**src/rtl/mult_seq64.sv**
```systemverilog
// mult_seq64: radix-2 shift-add unsigned multiplier, one iteration per clock.
// Ports:
//   clk, reset    - single clock, synchronous active-high reset
//   start, flush  - request a multiply (IDLE/DONE only); abort to IDLE
//   a, b          - unsigned operands, captured when start is accepted
//   lo, hi        - low/high halves of the last completed 2*WIDTH product
//   busy, done    - high in BUSY; one-cycle pulse when a new result is valid
module mult_seq64 #(
   parameter int unsigned WIDTH = 64
) (
   input  logic             clk,
   input  logic             reset,
   input  logic             start,
   input  logic             flush,
   input  logic [WIDTH-1:0] a,
   input  logic [WIDTH-1:0] b,
   output logic [WIDTH-1:0] lo,
   output logic [WIDTH-1:0] hi,
   output logic             busy,
   output logic             done
);

   localparam int unsigned CNT_W = $clog2(WIDTH + 1);
   localparam int unsigned SUM_W = WIDTH + 1;
   localparam int unsigned ACC_W = 2 * WIDTH;

   typedef enum logic [1:0] {
      ST_IDLE = 2'd0,
      ST_BUSY = 2'd1,
      ST_DONE = 2'd2
   } state_e;

   state_e             state_q,  state_d;
   logic [WIDTH-1:0]   mcand_q,  mcand_d;
   logic [WIDTH-1:0]   mplier_q, mplier_d;
   logic [ACC_W-1:0]   acc_q,    acc_d;
   logic [CNT_W-1:0]   cnt_q,    cnt_d;
   logic [WIDTH-1:0]   lo_q,     lo_d;
   logic [WIDTH-1:0]   hi_q,     hi_d;
   logic               busy_q,   busy_d;
   logic               done_q,   done_d;

   logic [SUM_W-1:0]   sum_c;
   logic [ACC_W-1:0]   acc_next_c;

   // One iteration: conditional add into the upper half, keeping the carry,
   // then shift the {carry, accumulator} pair right by one.
   always_comb begin
      sum_c      = SUM_W'(acc_q[ACC_W-1:WIDTH])
                 + (mplier_q[0] ? SUM_W'(mcand_q) : SUM_W'(0));
      acc_next_c = {sum_c, acc_q[WIDTH-1:1]};
   end

   // Next-state and output logic; lo/hi only update on completion so a
   // flushed or in-flight operation never exposes a partial product.
   always_comb begin
      state_d  = state_q;
      mcand_d  = mcand_q;
      mplier_d = mplier_q;
      acc_d    = acc_q;
      cnt_d    = cnt_q;
      lo_d     = lo_q;
      hi_d     = hi_q;
      busy_d   = 1'b0;
      done_d   = 1'b0;

      if (flush) begin
         state_d = ST_IDLE;
      end else begin
         case (state_q)
            ST_BUSY: begin
               acc_d    = acc_next_c;
               mplier_d = mplier_q >> 1;
               cnt_d    = cnt_q + CNT_W'(1);
               if (cnt_q == CNT_W'(WIDTH - 1)) begin
                  state_d = ST_DONE;
                  lo_d    = acc_next_c[WIDTH-1:0];
                  hi_d    = acc_next_c[ACC_W-1:WIDTH];
                  done_d  = 1'b1;
               end else begin
                  busy_d  = 1'b1;
               end
            end
            default: begin
               if (start) begin
                  state_d  = ST_BUSY;
                  mcand_d  = a;
                  mplier_d = b;
                  acc_d    = '0;
                  cnt_d    = '0;
                  busy_d   = 1'b1;
               end else begin
                  state_d  = ST_IDLE;
               end
            end
         endcase
      end
   end

   // State and output registers.
   always_ff @(posedge clk) begin
      if (reset) begin
         state_q  <= ST_IDLE;
         mcand_q  <= '0;
         mplier_q <= '0;
         acc_q    <= '0;
         cnt_q    <= '0;
         lo_q     <= '0;
         hi_q     <= '0;
         busy_q   <= 1'b0;
         done_q   <= 1'b0;
      end else begin
         state_q  <= state_d;
         mcand_q  <= mcand_d;
         mplier_q <= mplier_d;
         acc_q    <= acc_d;
         cnt_q    <= cnt_d;
         lo_q     <= lo_d;
         hi_q     <= hi_d;
         busy_q   <= busy_d;
         done_q   <= done_d;
      end
   end

   assign lo   = lo_q;
   assign hi   = hi_q;
   assign busy = busy_q;
   assign done = done_q;

endmodule
```
**config.mk**
```make
export PLATFORM = sky130hd
export DESIGN_NAME = mult_seq64
export DESIGN_NICKNAME = d
export VERILOG_FILES = /design/src/rtl/mult_seq64.sv
export SDC_FILE = /design/constraint.sdc
export NUM_CORES = 1
export LEC_CHECK = 0
export CORE_MARGIN = 2
export CORE_UTILIZATION = 40
export CTS_BUF_LIST = sky130_fd_sc_hd__clkbuf_4 sky130_fd_sc_hd__clkbuf_8 sky130_fd_sc_hd__clkbuf_16
export DETAILED_ROUTE_END_ITERATION = 12
export SLEW_MARGIN = 5
export SYNTH_ARGS = -nofsm -noshare
export SYNTH_HDL_FRONTEND = slang
export SYNTH_SLANG_ARGS = --single-unit
```
**constraint.sdc**
```tcl
create_clock -name clk -period 4.1 [get_ports clk]
set_input_delay 0.82 -clock clk [delete_from_list [all_inputs] [get_ports clk]]
set_output_delay 0.82 -clock clk [all_outputs]
set_load 0.01 [all_outputs]
```
# After elaboration in Yosys (flattened, before gate mapping)
# Index checks and enable logic that the tools add are counted.
dict set report word_totals {
  register_bits 395
  out_inout_bits 130
  wordCells 36
}
dict set report classes {
  n_addsub 2
  eq_ne 3
  muxes 14
  bitwise_logic 2
  reduce_logical 6
}
# operator count
set op_table {}
lappend op_table {{128-bit 2-to-1 mux} 2}
lappend op_table {{64-bit 2-to-1 mux} 3}
lappend op_table {{64-bit by 64-bit adder with 65-bit output} 1}
lappend op_table {{7-bit 2-to-1 mux} 2}
lappend op_table {{7-bit by 1-bit adder with 7-bit output, second input constant} 1}
lappend op_table {{7-bit by 6-bit equality test with 1-bit output, second input constant} 1}
lappend op_table {{3-bit AND reduction} 2}
lappend op_table {{1-bit 2-to-1 mux} 5}
lappend op_table {{2-bit 2-to-1 mux} 2}
lappend op_table {{3-bit OR reduction} 1}
lappend op_table {{2-bit by 1-bit equality test with 1-bit output, second input constant} 1}
lappend op_table {{2-bit inequality test, second input constant} 1}
lappend op_table {{1-bit NOT} 2}
lappend op_table {{2-bit AND reduction} 1}
lappend op_table {{2-bit nonzero test} 1}
lappend op_table {{2-bit OR reduction} 1}

# Logic depth before layout (Yosys ltp)
dict set report depth {
  word_depth 3
  ltp_mapped 15
}

# Worst setup path after synthesis
# Ideal clock, no wire load.
dict set report synth_timing {
  path_type {register -> register}
  startpoint {register mplier_q[0]}
  endpoint {register hi_q[57], in the netlist hi[57]}
  setup_ps 58
  arrival_time_ps 3150
  setup_slack_ps 892
  stages_incl_launch_ff 16
  path_buffers 2
  period_less_slack_ps 3208
  path_cell_list {dfxtp_1 > clkbuf_1 > clkbuf_1 > and2_1 > ha_1 > fa_1 > a211oi_1 > o211ai_2 > nand4_1 > nand3_1 > a31oi_1 > a21oi_2 > a21oi_2 > o21ai_1 > nor4_1 > a211o_1}
}
dict set report synth_via {
  elab_chain_cells 2
}
# item line
set synth_rtl {}
lappend synth_rtl {{start, declared} 35} ;# logic [WIDTH-1:0] mplier_q, mplier_d;
lappend synth_rtl {{start signal, assigned} 115} ;# mplier_q <= mplier_d;
lappend synth_rtl {{64-bit 2-to-1 mux} 50} ;# + (mplier_q[0] ? SUM_W'(mcand_q) : SUM_W'(0));
lappend synth_rtl {{64-bit by 64-bit adder with 65-bit output} 50}
lappend synth_rtl {{end signal, assigned} 119} ;# hi_q <= hi_d;
lappend synth_rtl {{end, declared} 39} ;# logic [WIDTH-1:0] hi_q, hi_d;
# No other way between the ends.
# A chain may end at the register's enable or synchronous reset.

# Final worst setup path
dict set report layout_timing {
  startpoint {register mplier_q[0]}
  endpoint {register hi_q[63], in the netlist hi[63]}
}
# Same word-level chain as after synthesis.

==> qor.yml <==
die:
  die_x_um: 214
  die_h_um: 214
  core-area_um2: 43400
  initial_core_util: 0.407
  ios: 262
  rows: 76
  dieArea_um2: 45800
global_route:
  grt_max_degree: 155
  grt_first_pass_wirelength_mm: 80.4
  grt_pass1_vias: 15100
  grt_busiest_layer: "met2"
  antenna_found_initial: 5
  use_met3: 0.0538
  gr-total-overflow: 0
  gr-usage-all-layers: 0.212
  met1_usage: 0.271
  grt_use_met2: 0.347
clock_tree:
  cts_max_path_buffers: 3
  worst_skew_pair.late_latency_ns: 0.57
  cts_hold_buf: 0
  post_cts_buffers: 0
  cts_tree: "done"
  path_clk_slew_ns: 0.06
  root_buffer: "clkbuf_16"
  htree_levels: 2
  postCtsResizedCells: 0
  cts.sink_count: 394
  cts_inserted_buffers: 45
timing:
  finalCritPeriodShare: 0.864
  relSlewSlack: 0.343
  fin_ws_ns: 0.558
  slew_violations: 0
  clock_skew_ns: 0.0199
  finalCriticalPeriod_ns: 3.54
  setup_tns_ns: 0
  worst_slew_pin_slew_ns: 0.985
  rsz0062_at_grt: "false"
  clock.fmax_mhz: 282
  hold_violations: 0
  setup_viol: 0
drt:
  postRouteWirelength_mm: 50.1
  first_pass_iters: 6
  antenna_left: 0
  drc_errors: 0
  vias_per_cell: 5.42
  avgRoutedWirePerCell_um: 17.2
  drt_iter0_markers: 999
  dr_total_vias: 15800
placement:
  port_buffers: 261
  dpl_worst_slack_ns: 0.634
  gp_congestion: 0.877
  dp_cells: 2825
  hpwl_mm: 35.1
synth:
  ys_seq_area_frac: 0.447
  synth_cells: 2130
  ys_types: 74
  dominantRegCellSynth: "dfxtp_1"
  yosys.area_share.simple: 0.188
  synthAdderAreaFrac: 0.0472
  syn_avg_cell_area_um2: 8.29
  synth-seq-cells: 394
  async_flop_share: 0
  synth_top_area_cell: "dfxtp_1"
  synthMuxAreaShare: 0.00113
  synth_compound_area_frac: 0.242
  synthTopCellsByArea: "dfxtp_1, nand2_1, a21oi_1, ha_1, nor2_1"
  ys.warnings.count: 0
  synth_nets: 2328
  synth_top_area_frac: 0.447
  synth_top_family_by_area: "compound AO/OA/AOI/OAI gates"
  synth_edf_count: 0
  synth_xor_area_frac: 0.0332
  syn-cell-area_um2: 17700
worst_hold_path:
  hold_end: "mcand_q[58]"
  worstHoldPathType: "reg2reg"
  min_from: "mcand_q[58]"
  hold_path_depth: 2
power:
  p_leak_nw: 8.22
  switchingPower_mw: 1.86
  powerDensity_nw_per_um2: 376
  seqPwrFrac: 0.472
  switching_share: 0.223
  internal-power_mw: 6.46
  clkPwrFrac: 0.477
  vdd_ir_drop_max_uv: 300
  combPwrFrac: 0.051
setup_path:
  r2r-end: "hi[63]"
  slowest_stage: "a2111oi_4"
  critPathMaxStageDelay_ns: 0.50
  r2r_cells: 13
  ff2ff_setup_slack_ns: 0.56
  setup.worst_path.class: "reg2reg"
  start_kind: "flip-flop"
  crit_required_ns: 4.57
  cp_cell_sequence: "buf_4, and2_1, ha_1, nand2_1, nor3_1, nand3_1, a2111oi_4, o2111ai_1, a21oi_1, o21ai_1, o21ai_1, nand2_1, a211oi_1"
  endpoint_kind: "flip-flop"
  worst-path-max-fanout: 36
  r2r_start: "mplier_q[0]"
  worstPathArrival_ns: 4.01
final_layout:
  drive_gt1_frac: 0.0573
  mostFrequentLayoutCells: "nand2_1, dfxtp_1, a21oi_1"
  nets: 2485
  final_common_cell: "nand2_1"
  final_cells: 2911
  syn2layout_area_growth_pct: 25.3
outcome:
  status: "complete, no violations"
job:
  cap_violations: 0
[sequential cells by signal (all words and copies together) (netlist names)]
register	count
acc_q	127
busy	1
cnt_q	7
done	1
hi	64
lo	64
mcand_q	64
mplier_q	64
state_q	2
[kinds of logic after synthesis]
group | after synthesis
adder cells (fa/ha/maj) | 66
AND/OR/NAND/NOR | 769
flip-flops | 394
XOR/XNOR | 67
AO/OA/AOI/OAI | 638
multiplexers | 2
buffers and inverters | 194
[how the worst max path moves through the flow]
| stage | start | end | slack [ns] |
|---|---|---|---|
| after floorplan | mplier_q[0] | hi[57] | 0.89 |
| after global placement | mplier_q[0] | hi[63] | 0.72 |
| after detailed placement | mplier_q[0] | hi[58] | 0.63 |
| after CTS | mplier_q[0] | hi[63] | 0.59 |
| after global routing | mplier_q[0] | hi[63] | 0.28 |
| final | mplier_q[0] | hi[63] | 0.56 |
[power by group through the flow]
stage               Sequential [mW]  Combinational (mW)  Clock, mW
finish                         3.92               0.425       3.97
global route                   3.93               0.468       4.25
CTS                            3.92               0.432       4.08
detailed placement             4.01               0.430          0
global placement               4.01               0.424          0
floorplan                      3.99               0.226          0
[metrics by stage]
stage	hold slack (ns)	instance area (um^2)	util	total power [mW]
2_1_floorplan	0.430	17700	-	4.22
5_1_grt	0.473	22100	0.510	8.64
3_5_place_dp	0.447	20600	0.476	4.44
6_report	0.451	22100	0.510	8.32
4_1_cts	0.454	22100	0.510	8.44
3_3_place_gp	0.439	20600	0.476	4.43
[per-layer routing]
layer | wire, um | vias to the layer above | part of all wire
met5 | 33 | - | 0.00066
met1 | 22200 | 7465 | 0.44
met3 | 3410 | 86 | 0.068
li1 | - | 7844 | -
met4 | 1360 | 4 | 0.027
met2 | 23100 | 373 | 0.46
[critical path: cells and delay by family, from the launching register on]
| kind | cells | cell delay [ns] |
|---|---|---|
| AND/OR/NAND/NOR | 5 | 0.85 |
| buffers and inverters | 1 | 0.23 |
| AO/OA/AOI/OAI | 6 | 1.62 |
| adder cells (fa/ha/maj) | 1 | 0.40 |
| flip-flops | 1 | 0.33 |
[cell type report]
class	instances	area, um^2
fillers	4239	21200
multi-input cells	1542	9070
flip-flops and latches	394	7890
repair buffers	284	2870
clock buffers	68	1370
well taps	585	732
clock inverters	15	121
inverters	20	75.1
diodes	3	7.51
[synthesized netlist by cell type (18+ instances only)]
cell type / n
xnor2_1: 45
a21o_1: 30
nand2_1: 417
dfxtp_1: 394
clkbuf_1: 156
a222oi_1: 63
o21ai_1: 24
and2_1: 68
ha_1: 65
xor2_1: 22
nand3_1: 18
a22oi_1: 76
nor2_1: 180
a21oi_1: 265
a22o_1: 43
inv_1: 19
nor3_1: 20
o21ai_0: 39
nand4_1: 24
(Power assumes the default switching activity.)
